--- src/rtl/scan_monitor_pkg.sv ---
// Shared types and helpers for the Larson scanner selection-bus monitor.
package scan_monitor_pkg;

  localparam int unsigned N_LINES = 16;
  localparam int unsigned POS_W   = 4;

  typedef enum logic [1:0] {
    StAcquire,
    StTrackUp,
    StTrackDown,
    StFault
  } scan_state_e;

  typedef enum logic [2:0] {
    ErrNone        = 3'd0,
    ErrNoneActive  = 3'd1,
    ErrMultiActive = 3'd2,
    ErrBadStep     = 3'd3,
    ErrBadReversal = 3'd4
  } scan_err_e;

  typedef enum logic [1:0] {
    StepUp,
    StepDown,
    StepBad
  } step_e;

  // Adjacency only; direction legality is judged by the caller.
  function automatic step_e classify_step(logic [POS_W-1:0] prev, logic [POS_W-1:0] code);
    if (prev != 4'd15 && code == prev + 4'd1) return StepUp;
    if (prev != 4'd0 && code == prev - 4'd1) return StepDown;
    return StepBad;
  endfunction

endpackage

--- src/rtl/scan_monitor_if.sv ---
// Selection bus plus monitor status signals; master drives the bus, slave is the monitor.
interface scan_monitor_if #(
  parameter int unsigned SWEEP_W = 16
);
  import scan_monitor_pkg::*;

  logic [N_LINES-1:0] i_selection;
  logic               i_clr_err;
  logic [POS_W-1:0]   o_position;
  logic               o_dir;
  logic               o_locked;
  logic               o_fault;
  logic [2:0]         o_err_code;
  logic [POS_W-1:0]   o_err_pos;
  logic [SWEEP_W-1:0] o_sweep_count;

  modport master (
    output i_selection, i_clr_err,
    input  o_position, o_dir, o_locked, o_fault, o_err_code, o_err_pos, o_sweep_count
  );

  modport slave (
    input  i_selection, i_clr_err,
    output o_position, o_dir, o_locked, o_fault, o_err_code, o_err_pos, o_sweep_count
  );

endinterface

--- src/rtl/scan_encoder_16to4.sv ---
// Active-low one-hot to 4-bit encoder with none/multiple-active detection.
module scan_encoder_16to4
  import scan_monitor_pkg::*;
(
  input  logic [N_LINES-1:0] sel_ni,
  output logic [POS_W-1:0]   code_o,
  output logic               valid_o,
  output logic               none_active_o,
  output logic               multi_active_o
);

  logic found;
  logic multi;

  always_comb begin
    code_o = '0;
    found  = 1'b0;
    multi  = 1'b0;
    for (int i = 0; i < N_LINES; i++) begin
      if (!sel_ni[i]) begin
        multi  = multi | found;
        found  = 1'b1;
        code_o = POS_W'(i);
      end
    end
    valid_o        = found & ~multi;
    none_active_o  = ~found;
    multi_active_o = multi;
  end

endmodule

--- src/rtl/scan_monitor.sv ---
// Selection-bus monitor: decodes the scanner position, tracks the bounce and latches faults.
// Define SCAN_MONITOR_SWEEP_COUNT_EN to build the sweep counter; otherwise it reads as zero.
module scan_monitor
  import scan_monitor_pkg::*;
#(
  parameter int unsigned LOCK_STEPS = 4,
  parameter int unsigned SWEEP_W    = 16
) (
  input  logic         i_clk,
  input  logic         i_n_rst,
  scan_monitor_if.slave bus
);

  logic [N_LINES-1:0] sel_q, sel_d;

  logic [POS_W-1:0] enc_code;
  logic             enc_valid;
  logic             enc_none;
  logic             enc_multi;

  scan_state_e      state_q, state_d;
  logic [POS_W-1:0] pos_q, pos_d;
  logic             dir_q, dir_d;
  logic             dir_known_q, dir_known_d;
  logic             seeded_q, seeded_d;
  logic [3:0]       lock_cnt_q, lock_cnt_d;
  logic             locked_q, locked_d;
  logic             fault_q, fault_d;
  scan_err_e        err_code_q, err_code_d;
  logic [POS_W-1:0] err_pos_q, err_pos_d;
  logic             sweep_inc;

  step_e     step;
  logic      up_step, dn_step;
  logic      track_up;
  logic      bad_rev_track, bad_rev_acq;
  logic      acq_ok, lock_hit;
  scan_err_e track_err;

  always_comb sel_d = bus.i_selection;

  always_ff @(posedge i_clk or negedge i_n_rst) begin
    if (!i_n_rst) sel_q <= '1;
    else          sel_q <= sel_d;
  end

  scan_encoder_16to4 u_enc (
    .sel_ni         (sel_q),
    .code_o         (enc_code),
    .valid_o        (enc_valid),
    .none_active_o  (enc_none),
    .multi_active_o (enc_multi)
  );

  always_comb begin
    step     = classify_step(pos_q, enc_code);
    up_step  = (step == StepUp);
    dn_step  = (step == StepDown);
    track_up = (state_q == StTrackUp);
    // A step against the current direction is only legal as the bounce at 0 or 15.
    bad_rev_track = (up_step && !track_up && pos_q != 4'd0) ||
                    (dn_step && track_up && pos_q != 4'd15);
    bad_rev_acq   = dir_known_q && ((up_step && !dir_q && pos_q != 4'd0) ||
                                    (dn_step && dir_q && pos_q != 4'd15));
    acq_ok   = seeded_q && (step != StepBad) && !bad_rev_acq;
    lock_hit = (32'(lock_cnt_q) + 32'd1) >= LOCK_STEPS;

    if (enc_none)             track_err = ErrNoneActive;
    else if (enc_multi)       track_err = ErrMultiActive;
    else if (step == StepBad) track_err = ErrBadStep;
    else if (bad_rev_track)   track_err = ErrBadReversal;
    else                      track_err = ErrNone;
  end

  always_comb begin
    state_d     = state_q;
    pos_d       = pos_q;
    dir_d       = dir_q;
    dir_known_d = dir_known_q;
    seeded_d    = seeded_q;
    lock_cnt_d  = lock_cnt_q;
    locked_d    = locked_q;
    fault_d     = fault_q;
    err_code_d  = err_code_q;
    err_pos_d   = err_pos_q;
    sweep_inc   = 1'b0;

    case (state_q)
      StAcquire: begin
        if (enc_valid) begin
          pos_d    = enc_code;
          seeded_d = 1'b1;
        end
        if (enc_valid && acq_ok) begin
          dir_d       = up_step;
          dir_known_d = 1'b1;
          if (lock_hit) begin
            state_d    = up_step ? StTrackUp : StTrackDown;
            locked_d   = 1'b1;
            lock_cnt_d = '0;
          end else begin
            lock_cnt_d = lock_cnt_q + 4'd1;
          end
        end else begin
          lock_cnt_d  = '0;
          dir_known_d = 1'b0;
        end
      end

      StTrackUp, StTrackDown: begin
        if (track_err != ErrNone) begin
          state_d    = StFault;
          fault_d    = 1'b1;
          locked_d   = 1'b0;
          err_code_d = track_err;
          err_pos_d  = pos_q;
          if (enc_valid) pos_d = enc_code;
        end else begin
          pos_d   = enc_code;
          dir_d   = up_step;
          state_d = up_step ? StTrackUp : StTrackDown;
          if (up_step != track_up) sweep_inc = 1'b1;
        end
      end

      StFault: begin
        if (enc_valid) pos_d = enc_code;
        // Clear wins over whatever this cycle's sample holds; a valid one becomes the seed.
        if (bus.i_clr_err) begin
          state_d     = StAcquire;
          fault_d     = 1'b0;
          err_code_d  = ErrNone;
          err_pos_d   = '0;
          lock_cnt_d  = '0;
          dir_known_d = 1'b0;
        end
      end

      default: state_d = StAcquire;
    endcase
  end

  always_ff @(posedge i_clk or negedge i_n_rst) begin
    if (!i_n_rst) begin
      state_q     <= StAcquire;
      pos_q       <= '0;
      dir_q       <= 1'b1;
      dir_known_q <= 1'b0;
      seeded_q    <= 1'b0;
      lock_cnt_q  <= '0;
      locked_q    <= 1'b0;
      fault_q     <= 1'b0;
      err_code_q  <= ErrNone;
      err_pos_q   <= '0;
    end else begin
      state_q     <= state_d;
      pos_q       <= pos_d;
      dir_q       <= dir_d;
      dir_known_q <= dir_known_d;
      seeded_q    <= seeded_d;
      lock_cnt_q  <= lock_cnt_d;
      locked_q    <= locked_d;
      fault_q     <= fault_d;
      err_code_q  <= err_code_d;
      err_pos_q   <= err_pos_d;
    end
  end

`ifdef SCAN_MONITOR_SWEEP_COUNT_EN
  logic [SWEEP_W-1:0] sweep_q, sweep_d;

  always_comb sweep_d = sweep_inc ? sweep_q + SWEEP_W'(1) : sweep_q;

  always_ff @(posedge i_clk or negedge i_n_rst) begin
    if (!i_n_rst) sweep_q <= '0;
    else          sweep_q <= sweep_d;
  end

  assign bus.o_sweep_count = sweep_q;
`else
  logic unused_sweep_inc;
  assign unused_sweep_inc  = sweep_inc;
  assign bus.o_sweep_count = '0;
`endif

  assign bus.o_position = pos_q;
  assign bus.o_dir      = dir_q;
  assign bus.o_locked   = locked_q;
  assign bus.o_fault    = fault_q;
  assign bus.o_err_code = err_code_q;
  assign bus.o_err_pos  = err_pos_q;

endmodule

--- src/flat_wrapper.sv ---
// flat-port wrapper written by rule: the top's interface ports become plain ports
module scan_monitor_flat import scan_monitor_pkg::*;
#(
  parameter int unsigned LOCK_STEPS = 4,
  parameter int unsigned SWEEP_W    = 16
)
  (i_clk, i_n_rst, bus_i_selection, bus_i_clr_err, bus_o_position, bus_o_dir, bus_o_locked, bus_o_fault, bus_o_err_code, bus_o_err_pos, bus_o_sweep_count);
  scan_monitor_if #(.SWEEP_W(SWEEP_W)) bus_i ();
  input  logic i_clk;
  input  logic i_n_rst;
  input wire logic [$bits(bus_i.i_selection)-1:0] bus_i_selection;
  input wire logic [$bits(bus_i.i_clr_err)-1:0] bus_i_clr_err;
  output wire logic [$bits(bus_i.o_position)-1:0] bus_o_position;
  output wire logic [$bits(bus_i.o_dir)-1:0] bus_o_dir;
  output wire logic [$bits(bus_i.o_locked)-1:0] bus_o_locked;
  output wire logic [$bits(bus_i.o_fault)-1:0] bus_o_fault;
  output wire logic [$bits(bus_i.o_err_code)-1:0] bus_o_err_code;
  output wire logic [$bits(bus_i.o_err_pos)-1:0] bus_o_err_pos;
  output wire logic [$bits(bus_i.o_sweep_count)-1:0] bus_o_sweep_count;
  assign bus_i.i_selection = bus_i_selection;
  assign bus_i.i_clr_err = bus_i_clr_err;
  assign bus_o_position = bus_i.o_position;
  assign bus_o_dir = bus_i.o_dir;
  assign bus_o_locked = bus_i.o_locked;
  assign bus_o_fault = bus_i.o_fault;
  assign bus_o_err_code = bus_i.o_err_code;
  assign bus_o_err_pos = bus_i.o_err_pos;
  assign bus_o_sweep_count = bus_i.o_sweep_count;
  scan_monitor #(.LOCK_STEPS(LOCK_STEPS), .SWEEP_W(SWEEP_W)) u_core (.i_clk(i_clk), .i_n_rst(i_n_rst), .bus(bus_i));
endmodule
--- config.mk ---
export PLATFORM = sky130hd
export DESIGN_NAME = scan_monitor_flat
export DESIGN_NICKNAME = d
export VERILOG_FILES = /design/src/rtl/scan_monitor_pkg.sv /design/src/rtl/scan_monitor_if.sv /design/src/rtl/scan_encoder_16to4.sv /design/src/rtl/scan_monitor.sv /design/src/flat_wrapper.sv
export SDC_FILE = /design/constraint.sdc
export NUM_CORES = 1
export LEC_CHECK = 0
export BUFFER_PORTS_ARGS = -buffer_cell sky130_fd_sc_hd__buf_2
export CAP_MARGIN = 30
export CORE_MARGIN = 2
export CORE_UTILIZATION = 54
export DETAILED_ROUTE_END_ITERATION = 10
export PLACE_DENSITY = 0.79
export REMOVE_ABC_BUFFERS = 1
export SYNTH_ARGS = -nofsm -noshare
export SYNTH_HDL_FRONTEND = slang
export SYNTH_SLANG_ARGS = --single-unit
--- constraint.sdc ---
create_clock -name i_clk -period 3.9 [get_ports i_clk]
set_clock_uncertainty 0.1 [all_clocks]
set_input_delay 0.78 -clock i_clk [delete_from_list [all_inputs] [get_ports i_clk]]
set_output_delay 0.78 -clock i_clk [all_outputs]
set_load 0.05 [all_outputs]
==> impl_metrics.toml <==
[critical_path]
critPathSlowestCell = "dfrtp_1"
worstReg2RegStart = "u_core.bus.o_position[0]"
crit_fanout = 9
arrival_ns = 3.42
cpPeakStageDelay_ns = 0.50
cp-start-kind = "register"
worstPathCellList = "inv_1, ha_1, or2_2, or2_0, and3_4, and3_2, a211oi_1, nand3_1, a221oi_1, mux2_2"
crit_start = "u_core.bus.o_position[0]"
rrSetupSlack_ns = 0.60
worst-r2r-cell-count = 10
critPathBufInv = 1
cp_top_family = "simple AND/OR/NAND/NOR gates"
path_class = "register to register"
crit_path_end_kind = "register"
cp.required_ns = 4.02
path_depth = 10
rr_endpoint = "u_core.bus.o_dir"
cp-endpoint = "u_core.bus.o_dir"

[timing]
rsz0062_at_grt = "no"
max_freq_ghz = 0.303
drv_slew = 0
relSlewSlack_pct = 47.0
setup_viol_count_final = 0
worst-slew-pin-transition_ns = 0.795
whs_ns = 0.375
period_minus_slack_ns = 3.30
finalHoldViolCount = 0
finalCritPeriodShare_pct = 84.6
tns_ns = 0

[job]
cap_violations = 0

[logic_synthesis]
syn-instance-count = 228
synth-edff-count = 0
synth_compound_area_share_pct = 19.5
synth.distinct_cells = 58
ys_ff_latch = 38
seq_area_frac_synth_pct = 42.5
synth.avg_cell_area_um2 = 10.0
syn_area_um2 = 2290
yosys_most_used_dff = "dfrtp_1"
synthMuxAreaShare_pct = 1.42
yosysWarnings = 0
synthAdderAreaFrac_pct = 6.12
synth_xor_area_share_pct = 3.11
synthArstFlopShare_pct = 100
synth_top_family_by_area = "compound AO/OA/AOI/OAI gates"
synth-simple-area-share_pct = 19.1

[place]
dp_cells = 306
io_buffer_count = 32
dp_hpwl_um = 3230
gp_congestion = 0.827

[drt]
drt-wirelength-per-cell_um = 13.5
drt-initial-drc-count = 103
num_vias = 1755
vias_per_cell = 5.59
drt_first_pass_iters = 4
finalWirelength_um = 4230
drt_drc_violations_left = 0
drtAntennaViolNets = 0

[floorplanning]
row_count = 23
die_h_um = 69.1
ios = 49
die_x_um = 69.1
initial_core_util_pct = 56.8
die-area_um2 = 4780
core_um2 = 4030

[clock_tree]
htree_num_levels = 2
cts-resized-gates = 0
cts.clk_slew.worst_paths_ns = 0.07
cts_buffers = 5
clk_root_buffer_cell = "clkbuf_8"
clock_path_buffers = 2
cts_setup_buffers = 0
cts_hold_buf = 0
tritoncts = "yes"
cts.sinks = 38
clk_latency_ns = 0.28

[power_and_ir_drop]
power_leakage_nw = 1.13
comb_power_share_pct = 33.6
power_switching_uw = 412
power_density_nw_per_um2 = 437
swShare_pct = 37.3
seqPwrFrac_pct = 42.0
ir_drop_mv = 0.270
pwr-share-clk_pct = 24.4
p_int_uw = 692

[global_routing]
grt_usage_pct = 18.6
grt_pass1_wl_um = 7160
grt_overflow = 0
grt_antenna_before_repair = 0
grt_max_degree = 39
grt_pass1_vias = 1584

[cells_and_area]
nets = 290
drive_above_1_share_pct = 27.7
area_delta_synth_final_pct = 10.4
fin_cells = 314
n_antenna_cell = 0
finish.utilization_pct = 62.8

[min_path]
holdCritPathClass = "register to register"

[status]
status = "finished clean"
worst min-delay path by stage:
stage               slack, ns                    to  cells after the start            startpoint
finish                   0.38    u_core.bus.o_fault                      1    u_core.bus.o_fault
global route             0.41    u_core.bus.o_fault                      1    u_core.bus.o_fault
CTS                      0.39    u_core.bus.o_fault                      1    u_core.bus.o_fault
detailed placement       0.37    u_core.bus.o_fault                      1    u_core.bus.o_fault
global placement         0.36    u_core.bus.o_fault                      1    u_core.bus.o_fault
floorplan                0.35  u_core.lock_cnt_q[3]                      1  u_core.lock_cnt_q[3]
power groups by stage:
stage / sequential, mW / combinational (mW) / clock (mW)
floorplan: 0.504 / 0.243 / 0
finish: 0.464 / 0.371 / 0.269
CTS: 0.464 / 0.368 / 0.278
global route: 0.470 / 0.404 / 0.302
global placement: 0.470 / 0.366 / 0
detailed placement: 0.471 / 0.367 / 0
placed cells by master, fill, tap and decap left out, types with 3 or more instances in the layout:
cell type   n
conb_1     16
dfstp_2    17
ha_1        8
clkbuf_8    6
and3_1      6
dfrtp_1    21
nor2_1      6
maj3_1      4
buf_2      32
nor4_1      3
nand2_1    18
inv_1      13
a21boi_0    3
a22o_1      7
nand4_1     4
nand3_1    10
a21oi_1     9
o21ai_0    17
and2_1      5
and4_1      3
nor3_1      3
cell usage after synthesis, drive strengths merged (7+ instances only):
library cell / count / area, µm²
inv: 13 / 48.8
ha: 8 / 100
buf: 19 / 135
a21oi: 10 / 53.8
o21ai: 17 / 85.1
nand3: 10 / 50.1
dfstp: 17 / 447
dfrtp: 21 / 526
and3: 8 / 56.3
a22o: 7 / 61.3
nand2: 18 / 67.6
nor2: 9 / 46.3
per-stage QoR:
step	setup WS [ns]	total power, mW	area (µm²)
after floorplan	0.595	0.747	2210
after global placement	0.800	0.837	2440
after detailed placement	0.691	0.838	2440
after CTS	0.650	1.11	2530
after global routing	0.423	1.18	2530
final	0.599	1.10	2530
sequential cells by signal (all words and copies together) (netlist names):
name	flops
u_core.bus.o_dir	1
u_core.bus.o_err_code	3
u_core.bus.o_err_pos	4
u_core.bus.o_fault	1
u_core.bus.o_locked	1
u_core.bus.o_position	4
u_core.dir_known_q	1
u_core.lock_cnt_q	4
u_core.seeded_q	1
u_core.sel_q	16
u_core.state_q	2
metal layers:
layer,vias to the layer above,global-route usage [%],part of all wire [%]
met5,-,0,0
met4,0,6.75,2.0
met3,8,4.82,4.0
met2,42,29.6,49
met1,832,24.6,45
li1,873,-,-
logic make-up after synthesis:
group	Yosys count
XOR/XNOR	5
multiplexers	3
adder cells (fa/ha/maj)	12
other	1
AND/OR/NAND/NOR	75
flip-flops	38
AO/OA/AOI/OAI	61
buffers and inverters	33
cell type report:
type / instances / area [µm²]
clock buffers: 7 / 86.3
clock inverters: 1 / 5.00
fillers: 362 / 1500
inverters: 13 / 48.8
multi-input cells: 172 / 1190
flip-flops and latches: 38 / 972
well taps: 50 / 62.6
repair buffers: 33 / 168
worst register-to-register path, cell delays in order (launching register included):
cell and delay [ns]:
dfrtp_1 0.50, inv_1 0.14, ha_1 0.34, or2_2 0.31, or2_0 0.22, and3_4 0.19
and3_2 0.23, a211oi_1 0.30, nand3_1 0.18, a221oi_1 0.36, mux2_2 0.37
Power figures use the tool's default switching activity.
